File: config.mk
export PLATFORM = sky130hd
export DESIGN_NAME = req_arbiter8_flat
export DESIGN_NICKNAME = d
export VERILOG_FILES = /design/src/rtl/req_arbiter8_if.sv /design/src/rtl/req_arbiter8.sv /design/src/flat_wrapper.sv
export SDC_FILE = /design/constraint.sdc
export NUM_CORES = 1
export LEC_CHECK = 0
export CAP_MARGIN = 10
export CORE_MARGIN = 2
export CORE_UTILIZATION = 38
export CTS_CLUSTER_SIZE = 14
export DETAILED_ROUTE_END_ITERATION = 7
export PLACE_DENSITY = 0.71
export SLEW_MARGIN = 10
export SYNTH_ARGS = -nofsm -noshare
export SYNTH_HDL_FRONTEND = slang
export SYNTH_SLANG_ARGS = --single-unit
File: constraint.sdc
create_clock -name clk -period 1.9 [get_ports clk]
set_input_delay 0.38 -clock clk [delete_from_list [all_inputs] [get_ports clk]]
set_output_delay 0.38 -clock clk [all_outputs]
set_load 0.01 [all_outputs]
File: src/rtl/req_arbiter8_if.sv
// Request/grant bundle between up to eight requesters and the shared-port arbiter.
// The master drives requests and enable, and the slave (arbiter) returns the registered grant.
interface req_arbiter8_if;
    logic       en;
    logic [7:0] req;
    logic [7:0] gnt;
    logic [2:0] gnt_idx;
    logic       gnt_valid;
    logic       timeout;

    modport master (
        output en,
        output req,
        input  gnt,
        input  gnt_idx,
        input  gnt_valid,
        input  timeout
    );

    modport slave (
        input  en,
        input  req,
        output gnt,
        output gnt_idx,
        output gnt_valid,
        output timeout
    );
endinterface

File: src/rtl/req_arbiter8.sv
// Eight-way arbiter for one shared datapath port with hold-time limit, one-cycle release gap
// and MSB-first priority. Define ROUND_ROBIN_EN to rotate priority after every grant.
module req_arbiter8 #(
    parameter int unsigned MAX_HOLD = 16
) (
    input  logic           clk,
    input  logic           rst_n,
    req_arbiter8_if.slave  bus
);

    localparam int CNT_W = (MAX_HOLD == 0) ? 1 : $clog2(MAX_HOLD + 1);
    localparam logic [CNT_W-1:0] HOLD_LIMIT = CNT_W'(MAX_HOLD);

    localparam logic [1:0] ST_IDLE  = 2'd0;
    localparam logic [1:0] ST_GRANT = 2'd1;
    localparam logic [1:0] ST_GAP   = 2'd2;

    genvar gi;

    logic [1:0]       state_q, state_d;
    logic [7:0]       gnt_q, gnt_d;
    logic [2:0]       gnt_idx_q, gnt_idx_d;
    logic             gnt_valid_q, gnt_valid_d;
    logic             timeout_q, timeout_d;
    logic [CNT_W-1:0] cnt_q, cnt_d;
    logic [7:0]       mask_q, mask_d;

    logic [7:0]       cand;
    logic             win_found;
    logic [2:0]       win_idx;
    logic [7:0]       win_onehot;
    logic             load_grant;

    // Mask is only ever non-zero in GAP, so IDLE effectively sees all requests.
    assign cand = bus.req & ~mask_q;

`ifdef ROUND_ROBIN_EN
    logic [2:0] rr_ptr_q, rr_ptr_d;
    logic [7:0] cand_ord;

    // cand_ord[0] is the highest-priority slot, (ptr-1) mod 8, descending with wrap.
    generate
        for (gi = 0; gi < 8; gi++) begin : g_rot
            assign cand_ord[gi] = cand[rr_ptr_q - 3'd1 - 3'(gi)];
        end
    endgenerate

    always_comb begin
        win_found = |cand;
        win_idx   = 3'd0;
        for (int j = 7; j >= 0; j--) begin
            if (cand_ord[j]) begin
                win_idx = rr_ptr_q - 3'd1 - 3'(j);
            end
        end
    end

    always_comb begin
        rr_ptr_d = rr_ptr_q;
        if (load_grant) begin
            rr_ptr_d = win_idx;
        end
    end

    always_ff @(posedge clk or negedge rst_n) begin
        if (!rst_n) begin
            rr_ptr_q <= 3'd7;
        end else begin
            rr_ptr_q <= rr_ptr_d;
        end
    end
`else
    always_comb begin
        win_found = |cand;
        win_idx   = 3'd0;
        for (int j = 0; j < 8; j++) begin
            if (cand[j]) begin
                win_idx = 3'(j);
            end
        end
    end
`endif

    generate
        for (gi = 0; gi < 8; gi++) begin : g_onehot
            assign win_onehot[gi] = (win_idx == 3'(gi));
        end
    endgenerate

    always_comb begin
        state_d     = state_q;
        gnt_d       = gnt_q;
        gnt_idx_d   = gnt_idx_q;
        gnt_valid_d = gnt_valid_q;
        timeout_d   = 1'b0;
        cnt_d       = cnt_q;
        mask_d      = mask_q;
        load_grant  = 1'b0;

        case (state_q)
            ST_GRANT: begin
                if (!bus.en || !bus.req[gnt_idx_q]) begin
                    // Voluntary release or disable: never reported as a timeout.
                    state_d     = ST_GAP;
                    gnt_d       = 8'd0;
                    gnt_idx_d   = 3'd0;
                    gnt_valid_d = 1'b0;
                    cnt_d       = '0;
                end else if ((MAX_HOLD != 0) && (cnt_q == HOLD_LIMIT)) begin
                    state_d     = ST_GAP;
                    gnt_d       = 8'd0;
                    gnt_idx_d   = 3'd0;
                    gnt_valid_d = 1'b0;
                    cnt_d       = '0;
                    timeout_d   = 1'b1;
                    mask_d      = gnt_q;
                end else begin
                    cnt_d = cnt_q + CNT_W'(1);
                end
            end

            ST_IDLE, ST_GAP: begin
                mask_d = 8'd0;
                cnt_d  = '0;
                if (bus.en && win_found) begin
                    load_grant  = 1'b1;
                    state_d     = ST_GRANT;
                    gnt_d       = win_onehot;
                    gnt_idx_d   = win_idx;
                    gnt_valid_d = 1'b1;
                    cnt_d       = CNT_W'(1);
                end else begin
                    state_d     = ST_IDLE;
                    gnt_d       = 8'd0;
                    gnt_idx_d   = 3'd0;
                    gnt_valid_d = 1'b0;
                end
            end

            default: begin
                state_d     = ST_IDLE;
                gnt_d       = 8'd0;
                gnt_idx_d   = 3'd0;
                gnt_valid_d = 1'b0;
                cnt_d       = '0;
                mask_d      = 8'd0;
            end
        endcase
    end

    always_ff @(posedge clk or negedge rst_n) begin
        if (!rst_n) begin
            state_q     <= ST_IDLE;
            gnt_q       <= 8'd0;
            gnt_idx_q   <= 3'd0;
            gnt_valid_q <= 1'b0;
            timeout_q   <= 1'b0;
            cnt_q       <= '0;
            mask_q      <= 8'd0;
        end else begin
            state_q     <= state_d;
            gnt_q       <= gnt_d;
            gnt_idx_q   <= gnt_idx_d;
            gnt_valid_q <= gnt_valid_d;
            timeout_q   <= timeout_d;
            cnt_q       <= cnt_d;
            mask_q      <= mask_d;
        end
    end

    assign bus.gnt       = gnt_q;
    assign bus.gnt_idx   = gnt_idx_q;
    assign bus.gnt_valid = gnt_valid_q;
    assign bus.timeout   = timeout_q;

endmodule

File: src/flat_wrapper.sv
// flat-port wrapper written by rule: the top's interface ports become plain ports
module req_arbiter8_flat 
#(
    parameter int unsigned MAX_HOLD = 16
)
  (clk, rst_n, bus_en, bus_req, bus_gnt, bus_gnt_idx, bus_gnt_valid, bus_timeout);
  req_arbiter8_if bus_i ();
  input  logic clk;
  input  logic rst_n;
  input wire logic [$bits(bus_i.en)-1:0] bus_en;
  input wire logic [$bits(bus_i.req)-1:0] bus_req;
  output wire logic [$bits(bus_i.gnt)-1:0] bus_gnt;
  output wire logic [$bits(bus_i.gnt_idx)-1:0] bus_gnt_idx;
  output wire logic [$bits(bus_i.gnt_valid)-1:0] bus_gnt_valid;
  output wire logic [$bits(bus_i.timeout)-1:0] bus_timeout;
  assign bus_i.en = bus_en;
  assign bus_i.req = bus_req;
  assign bus_gnt = bus_i.gnt;
  assign bus_gnt_idx = bus_i.gnt_idx;
  assign bus_gnt_valid = bus_i.gnt_valid;
  assign bus_timeout = bus_i.timeout;
  req_arbiter8 #(.MAX_HOLD(MAX_HOLD)) u_core (.clk(clk), .rst_n(rst_n), .bus(bus_i));
endmodule
* Word-level counts from Yosys, hierarchy flattened *
Cells that the tools add are included.

operators by class
  add/subtract/negate cells = 1
  magnitude comparators = 1
  equal/unequal tests = 13
  muxes and demuxes = 35
  bitwise gates (word level) = 2
  reduce and logical (&&, ||, !) cells = 9

operators by type and width
  cell                                                                   count
  8-bit two-way mux                                                      6
  3-bit two-way mux                                                      9
  8-bit one-hot mux with 2 select lines                                  1
  3-bit equality test, second input constant                             4
  1-bit two-way mux                                                      10
  5-bit two-way mux                                                      2
  5-bit one-hot mux with 2 select lines                                  1
  8-bit bitwise AND                                                      1
  8-bit NOT                                                              1
  8-bit OR reduction                                                     1
  3-bit by 2-bit equality test with 1-bit output, second input constant  2
  3-bit one-hot mux with 2 select lines                                  1
  5-bit by 1-bit adder with 5-bit output, second input constant          1
  5-bit equality test, second input constant                             1
  3-bit by 4-bit < comparator with 1-bit output, second input constant   1
  2-bit two-way mux                                                      2
  2-bit one-hot mux with 2 select lines                                  1
  1-bit binary-select mux with 3-bit select                              1
  3-bit by 1-bit equality test with 1-bit output, second input constant  1
  3-bit logical NOT                                                      1
  3-bit by 1-bit != test with 1-bit output, second input constant        1
  2-bit by 1-bit equality test with 1-bit output, second input constant  1
  2-bit equality test, second input constant                             1
  1-bit logical NOT                                                      2
  8 further kinds                                                        8

word-level totals
  register bits after elaboration = 28
  input port bits = 11
  output and inout bits = 13
  word-level logic and storage cells = 68

* Depth between registers and ports, before layout *
Gate-level depths: netlist of run 1.

  depth after elaboration = 12
  gate-level depth with buffers = 6
  depth with buffers taken out = 5

* Least setup slack after synthesis of run 1 *
Ideal clock, no wire load.

  path type = register -> register
  start = register u_core.gnt_idx_q[0] (netlist: u_core.bus.gnt_idx[0])
  end = register u_core.gnt_idx_q[2] (netlist: u_core.bus.gnt_idx[2])
  library setup time = 0.121 ns
  arrival = 1.631 ns
  required time = 1.779 ns
  setup slack = 0.148 ns
  cell stages (with the launch flop) = 7
  buffers on the path = 2
  period minus slack after synthesis = 1.752 ns
  path through = dfrtp_1 buf_6 mux2_4 o221a_4 and4_4 buf_6 a22o_1

on the way
  longest elaborated chain between the ends = 6
  elaborated cells on any way between the ends = 7
  classes of those cells = eq/ne (1); mux (4); reduce/logical (2)

ends and longest elaborated chain
  element                                        RTL line             RTL
  start, declared                                req_arbiter8.sv:22   logic [2:0] gnt_idx_q, gnt_idx_d;
  start signal, assigned                         req_arbiter8.sv:163  gnt_idx_q <= gnt_idx_d;
  1-bit binary-select mux with 3-bit select (*)  req_arbiter8.sv:102  if (!bus.en || !bus.req[gnt_idx_q]) begin
  1-bit two-way mux (implied by the code) (*)    req_arbiter8.sv:102
  1-bit logical NOT (*)                          req_arbiter8.sv:102
  1-bit logical OR (*)                           req_arbiter8.sv:102
  3-bit two-way mux                              req_arbiter8.sv:102
  3-bit one-hot mux with 2 select lines          req_arbiter8.sv:100  case (state_q)

Every way passes the cells marked *; elsewhere a longest branch is shown, timed or not. The select of a mux whose other input is x is not followed.
A chain may end at the register's enable or synchronous reset.

* Worst setup path after layout of run 1 *
  start = register u_core.gnt_idx_q[0] (netlist: u_core.bus.gnt_idx[0])
  end = output port bus_gnt_idx[0]

RTL lines
  element        RTL line            RTL
  end, declared  flat_wrapper.sv:13  output wire logic [$bits(bus_i.gnt_idx)-1:0] bus_gnt_idx;

No word-level cell between the ends.

==> impl.org, run 1 <==
** Floorplan
- In this run the vertical extent of the chip is 64.5 um.
- The region available for standard cell placement spans ~3400 um^2.
- The initial utilization of the core area, before any placement, comes to 40.7%.
- Top-Level Pins :: 24
- Horiz. Die Dim :: 64.5 um
- Standard-cell rows :: 21
- The floorplan step defined a die boundary enclosing 4160 um^2.

** STA
- Setup repair after global routing left no endpoint under its margin.
- Across the routed clock network, the largest skew measured is 6.62 ps.
- For the finished layout, the period the worst path requires is 1840 ps.
- The worst path uses 96.7% of the clock period.
- Count of pins over their slew limit :: 0
- Tightest Pin Transition :: 349 ps
- Total of endpoints with negative setup slack in the final report :: 0
- Timing would allow up to 544 MHz.
- Tightest hold margin :: around 400 ps
- Final Hold Violating Endpoints :: 0
- In this run the tightest slew margin relative to its limit is 76.7%.
- In the final timing run, aggregate negative setup slack is 0 ps.

** Worst setup path
- Number of buffers and inverters on the critical path :: 1
- R2R Path End :: u_core.mask_q[2]
- By startpoint and endpoint, the worst setup path is classified as reg -> out.
- Req. time, crit path :: between 1500 and 2000 ps
- Worst endpoint data arrival time :: 1460 ps
- The largest individual stage delay along the critical path comes from the cell sky130_fd_sc_hd__clkdlybuf4s50_1.
- Maximum fanout encountered on the critical timing path :: 6
- RR Startpoint :: u_core.bus.gnt_idx[0]
- Cells traversed along the worst timing path :: clkdlybuf4s50_1
- Max incr delay on CP :: around 600 ps
- The worst register-to-register path has a setup slack of between 100 and 150 ps.
- CP delay by family, top :: buffers and inverters
- Kind of end point of the critical path :: primary output
- Path depth of the worst reg2reg path :: 5
- STA classifies the critical path startpoint as a register.

** Placed design
- Total half-perimeter wirelength after legalization and detailed placement :: about 2.5 mm
- The congestion estimate from routability-driven global placement came to ~0.83.
- Including well taps, the total number of placed cells is 216.
- Number of I/O port buffers :: 23

** Clock network
- Clock tree synthesis found a total of 27 sinks.
- TritonCTS built the clock tree.
- Library cell used as clock root buffer :: sky130_fd_sc_hd__clkbuf_4
- After clock tree synthesis, the setup repair step added 0 buffers.
- The clock passes through at most 2 buffers.
- The later pin in the worst-skew pair is clocked with a latency of 330 ps.
- In this run the number of H-tree levels came out at 1.
- The number of gates resized after CTS was 0.
- Clock transition at path regs :: ~150 ps
- The number of hold buffers added after CTS was 0.
- In this run, CTS created clock tree buffers numbering 3.

** Yosys
- Library cells used by synthesis :: 36
- During synthesis, Yosys emitted a total of 0 warnings.
- After technology mapping, the gate count stands at roughly 140.
- Summing the sequential cell areas from Yosys gives 48.6% of the chip area.
- Netlist Area Pre-Place :: 1390 um^2
- A synthesized cell averages 10.3 um^2.
- The number of nets handed over by synthesis was 148.
- The synthesized design contains 27 register bits.

** Power
- Total power density per cell area :: ~670 nW/um^2
- For this design the static power due to leakage is 0.000818 uW.
- Across the VDD grid, the largest voltage drop is 0.567 mV.

** Routing
- Number of vias after detailed routing :: 1,180
- Routed via count divided by cell count :: 5.36
- The first routing iteration left 38 violations.
- The count of nets left with antenna violations once routing finished came out at 0.
- For this run, design rule violations remaining after detail routing come to 0.
- Total routed wirelength :: 3.25 mm
- Drt pass-1 iters :: 4
- Dividing the detail-routed wire length by the instance count gives 14.8 um.

** GRT
- Entering global routing, the biggest net connects 28 pins.
- Number of global-route vias before repair :: around 1,200
- Initial antenna violation count :: 0
- Global-route wire length before repair :: 5.53 mm
- Global routing used between 10% and 20% of the available tracks across all layers.
- Total congestion overflow :: 0

** Run status
- The flow ran to the end, and the final reports show no timing, DRC or antenna violations.

** Layout
- Non-Filler Instances :: 220
- At the end of the flow, the number of nets in the layout was 188.
- Compared with the post-synthesis result, the final layout area differs by 29.3%.
- Area of all sequential standard cells :: 676 um^2
- The repair_antennas step left the layout with diodes totalling 0.
- The multi-input combinational cells in the finished layout cover a total of ~660 um^2.
- The library cell used most frequently in the layout, excluding fill and tap cells, is sky130_fd_sc_hd__dfrtp_1.
- The filler cells instantiated in the layout total 304.
- The library cells used most frequently in the layout, excluding fill and tap cells, are sky130_fd_sc_hd__dfrtp_1 (27), sky130_fd_sc_hd__clkdlybuf4s50_1 (23), sky130_fd_sc_hd__nand2_1 (19).
- Cells with a size suffix above 1 make up 14.9% of the layout.

** Worst hold path
- The min-delay analysis places its worst path in the category in -> async.

** Flow run
- Max-cap violations in this run came to 0.
## where the power goes
group / internal (uW) / switching (uW)
Combinational: 152 / 153
Sequential: 605 / 32.9
Clock: 80.7 / 175
## cells by family (layout without fill, tap and decap cells)
family | count (synthesis) | count (layout) | synth area share [%]
compound gates | 23 | 23 | 13.5
flops | 27 | 27 | 48.6
xor+xnor | 3 | 3 | 1.89
buf+inv | 10 | 49 | 4.05
fa+ha+maj | 2 | 2 | 1.80
mux | 12 | 12 | 9.08
simple gates | 58 | 58 | 21.1
## through the flow
stage | utilization (%) | power, uW | setup WS (ps) | cell area, um^2
3_3_place_gp | 51.8 | 942 | -181 | 1770
3_5_place_dp | 51.8 | 952 | -215 | 1770
4_1_cts | 52.7 | 1210 | 45.5 | 1800
6_report | 52.7 | 1200 | 61.8 | 1800
5_1_grt | 52.7 | 1260 | 7.01 | 1800
2_1_floorplan | - | 804 | 148 | 1390
## how the worst max path moves through the flow
stage / cells past startpoint / start / slack [ps] / to
after global routing: 1 / u_core.bus.gnt_idx[0] / 7 / bus_gnt_idx[0]
after detailed placement: 6 / bus_req[2] / -220 / u_core.cnt_q[0]
after floorplan: 6 / u_core.bus.gnt_idx[0] / 150 / u_core.bus.gnt_idx[2]
after CTS: 1 / u_core.bus.gnt_idx[0] / 50 / bus_gnt_idx[0]
final: 1 / u_core.bus.gnt_idx[0] / 60 / bus_gnt_idx[0]
after global placement: 6 / bus_req[2] / -180 / u_core.cnt_q[0]
## Yosys cell counts, drive strengths merged
cell type,n,area [um^2]
nand2,19,71.3
o221a,1,20.0
a21o,1,7.51
o21ai,3,15.0
o211ai,1,7.51
xor2,2,17.5
nand2b,6,37.5
o21a,1,7.51
nor3,2,10.0
nand3,6,30.0
o2bb2ai,2,17.5
or3,1,6.26
dfrtp,27,676
buf,3,30.0
a2111o,1,11.3
xnor2,1,8.76
and2,1,6.26
mux2i,10,100
a22o,6,52.6
nand4,1,6.26
and4,1,11.3
ha,2,25.0
o31ai,1,7.51
nor2,9,33.8
mux2,2,26.3
clkbuf,2,7.51
a32o,1,10.0
or4,1,11.3
nor2b,10,62.6
nand3b,1,7.51
o32ai,1,8.76
a22oi,1,7.51
inv,5,18.8
a21oi,3,15.0
## registers in the layout (all words and copies together) (netlist names)
register and count:
u_core.cnt_q 5, u_core.bus.timeout 1, u_core.state_q 1, u_core.bus.gnt_valid 1, u_core.mask_q 8, u_core.bus.gnt 8, u_core.bus.gnt_idx 3
## cell type report
type                       count  area share (%)
clock buffer                   3            1.25
clock inverter                 1           0.417
inverter                       5            1.04
multi-input combinational     98            36.6
sequential                    27            37.6
tap                           46            3.20
timing repair buffer          40            19.9
## routing by layer
| layer | track usage [%] | vias up | part of all wire [%] |
|---|---|---|---|
| met5 | 0 | - | 0 |
| met4 | 2.93 | 0 | 0.59 |
| met3 | 4.69 | 4 | 5.0 |
| met2 | 29.9 | 37 | 50 |
| met1 | 21.4 | 588 | 45 |
| li1 | - | 551 | - |
(Power assumes the default switching activity.)
==> inputs of run 2 (changes only) <==
--- a/config.mk
+++ b/config.mk
@@ -8,7 +8,7 @@
 export CAP_MARGIN = 10
 export CORE_MARGIN = 2
 export CORE_UTILIZATION = 38
-export CTS_CLUSTER_SIZE = 14
+export CTS_CLUSTER_SIZE = 30
 export DETAILED_ROUTE_END_ITERATION = 7
 export PLACE_DENSITY = 0.71
 export SLEW_MARGIN = 10
==> results of run 2 <==
The final DEF is identical to that of run 1; final timing and power are the same.
==> inputs of run 3 (changes only) <==
==> constraint.sdc (replaced) <==
create_clock -name clk -period 1.9 [get_ports clk]
set_input_delay 0.38 -clock clk [delete_from_list [all_inputs] [get_ports clk]]
set_output_delay 0.38 -clock clk [all_outputs]
set_load 0.02 [all_outputs]
==> run 3 against run 2 <==
Count of clock-buffer cells in the layout unchanged. Clock power about the same. Sequential power about the same. Combinational power up 5%. Clock skew up 3.4 ps. First-iteration DRC count up 2.6%. Critical path type unchanged. Flip-flop and latch count unchanged.
==> impl.org, run 3 (synthesis results as in run 1) <==
** Floorplan
- In this run the horizontal extent of the chip is 64.5 um.
- Initial Utilization :: 40.7%
- Die Height :: 64.5 um
- Area of the core :: 3420 um^2
- Standard-cell rows :: 21
- 24 I/O pins were placed.
- Overall die area :: 4160 um^2

** Power
- Static Leak :: 0.000817 uW
- Total power density per cell area :: 673 nW/um^2
- The analysis attributes to net switching a power of about 370 uW.
- Clock network fraction of total power :: 20.9%
- Combinational share of power :: 26.4%
- Net switching is 30.8% of the power.
- Flop pwr share :: 52.7%
- VDD IR max :: 0.568 mV
- P_int :: about 840 uW

** GRT
- The number of global-route vias before repair was 1,198.
- The number of antenna violations at the first check in global routing was 0.
- Across every metal layer, demand over resource in global routing totals 17.1%.
- Entering global routing, the biggest net connects 28 pins.
- Global-route wire length before repair :: 5.53 mm
- Total congestion overflow :: 0

** Worst setup path
- The worst setup path is launched from a register.
- CP delay by family, top :: buffers and inverters
- For flop-to-flop paths, the worst setup slack is 190 ps.
- Cells traversed along the worst timing path :: clkdlybuf4s50_1
- On the worst path, the slowest cell contributes a delay of 630 ps.
- Critical setup path kind :: reg -> out
- At the worst endpoint, the required time is 1520 ps.
- Kind of end point of the critical path :: primary output
- Maximum fanout encountered on the critical timing path :: 6
- For the worst setup path, the data arrival time is 1430 ps.
- The number of buffers and inverters on the critical path is 1.
- On the critical path, the stage with the largest delay is an instance of sky130_fd_sc_hd__clkdlybuf4s50_1.

** Clock network
- Buffer depth of the longest clock path :: 2
- Library cell used as clock root buffer :: sky130_fd_sc_hd__clkbuf_4
- Clock sink total :: 27
- The number of gates resized after CTS was 1.
- TritonCTS built the clock tree.
- Number of hold buffers added after CTS :: 0
- Total setup buffers inserted after CTS :: 0
- CTS Buf Count :: 3
- H-tree Lvls :: 1
- Later-pin clock latency in the skew report :: 330 ps
- Clock-pin slew was measured on the worst setup and hold paths at 150 ps.

** Layout
- The count of cells in the finished layout, fillers not included, comes to 220.
- Number of fill cells :: ~300
- From synthesis to final layout, the design area changed by 29.4%.
- Leaving out fill and tap cells, the most frequent cells in the layout are sky130_fd_sc_hd__dfrtp_1 (26), sky130_fd_sc_hd__clkdlybuf4s50_1 (23), sky130_fd_sc_hd__nand2_1 (19).
- Post-layout instance area :: 1800 um^2
- Final net count :: 188
- 0 antenna diodes ended up in the layout.
- In the final layout, the share of cells above drive strength 1 is ~16%.
- Most common cell after layout, fill and taps aside :: sky130_fd_sc_hd__dfrtp_1

** Routing
- Total routed wirelength :: 3.24 mm
- Count of routing violations after the opening detailed-route iteration :: 39
- Before antenna repair, the detailed router went through 4 iterations.
- Number of vias after detailed routing :: 1,169
- Avg WL per Cell :: 14.7 um
- In the routed layout, each cell is associated on average with a via count of roughly 5.3.
- Residual DRC count :: 0
- Number of routed nets with antenna violations :: 0

** STA
- Setup repair after global routing left no endpoint under its margin.
- Total of endpoints with negative setup slack in the final report :: 0
- After routing, the total negative slack on setup checks comes to 0 ps.
- Maximum clock rate :: about 550 MHz
- Tightest Pin Transition :: roughly 350 ps
- Setup clock skew after layout :: 10.0 ps
- Count of pins over their slew limit :: 0
- Final worst-path cycle share :: between 90% and 100%
- Headroom to the max-slew limit came out at 76.9%.
- Final Hold Violating Endpoints :: 0
- The worst path in the final design needs a cycle of ~1800 ps, including I/O delays and setup.

** Placed design
- Routability-driven placement congestion ratio :: 0.832
- In this run the tool buffered the top-level ports with 23 buffer cells.
- After detailed placement, the total cell area comes to ~1800 um^2.
- The HPWL after detailed placement is around 2.5 mm.
- Once placement completed, the tool counted placed cells totaling 216.

** Run status
- The flow ran to the end, and the final reports show no timing, DRC or antenna violations.

** Worst hold path
- Type of the tightest min-delay check :: in -> async

** Flow run
- Max capacitance violation total :: 0
==> run 3: cell counts in the layout (fill, tap and decap cells not counted) <==
Identical to the previous run, type by type.
==> run 3: path summary, 6_finish.rpt <==
path                                  startpoint                    end  cells after the start
max in group asynchronous                  rst_n  u_core.bus.gnt_idx[0]                      2
hold reg to reg                u_core.bus.gnt[4]      u_core.bus.gnt[4]                      1
setup / recovery           u_core.bus.gnt_idx[0]         bus_gnt_idx[0]                      1
min in group clk               u_core.bus.gnt[4]      u_core.bus.gnt[4]                      1
hold / removal                             rst_n       u_core.mask_q[3]                      2
setup reg to reg           u_core.bus.gnt_idx[0]       u_core.mask_q[2]                      5
==> run 3: per-stage QoR <==
stage,total power [uW],utilization (%),setup WS (ps),hold WS (ps)
4_1_cts,1230,52.7,69.3,396
6_report,1210,52.7,88.6,395
2_1_floorplan,819,-,88.9,84.4
3_3_place_gp,958,51.8,-181,500
3_5_place_dp,968,51.8,-215,497
5_1_grt,1280,52.7,36.1,396
==> run 3: power groups by stage <==
stage / Sequential [uW] / Clock (uW) / Combinational, uW
6_report: 638 / 254 / 319
5_1_grt: 642 / 290 / 348
4_1_cts: 639 / 268 / 321
3_5_place_dp: 649 / 0 / 319
3_3_place_gp: 647 / 0 / 311
2_1_floorplan: 662 / 0 / 156
==> run 3: area by class of cell <==
| cell class | count | area (um^2) | area share [%] |
|---|---|---|---|
| clock buffers | 3 | 22.5 | 1.25 |
| clock inverters | 1 | 7.51 | 0.417 |
| inverters | 5 | 18.8 | 1.04 |
| multi-input cells | 98 | 659 | 36.6 |
| flip-flops and latches | 27 | 677 | 37.6 |
| well taps | 46 | 57.6 | 3.20 |
| repair buffers | 40 | 358 | 19.9 |
==> run 3: per-layer routing <==
| metal | vias up | global-route usage, % | share of wire (%) |
|---|---|---|---|
| met5 | - | 0 | 0 |
| met4 | 0 | 2.93 | 0.71 |
| met3 | 4 | 4.69 | 5.7 |
| met2 | 42 | 29.9 | 50 |
| met1 | 571 | 21.4 | 44 |
| li1 | 552 | - | - |
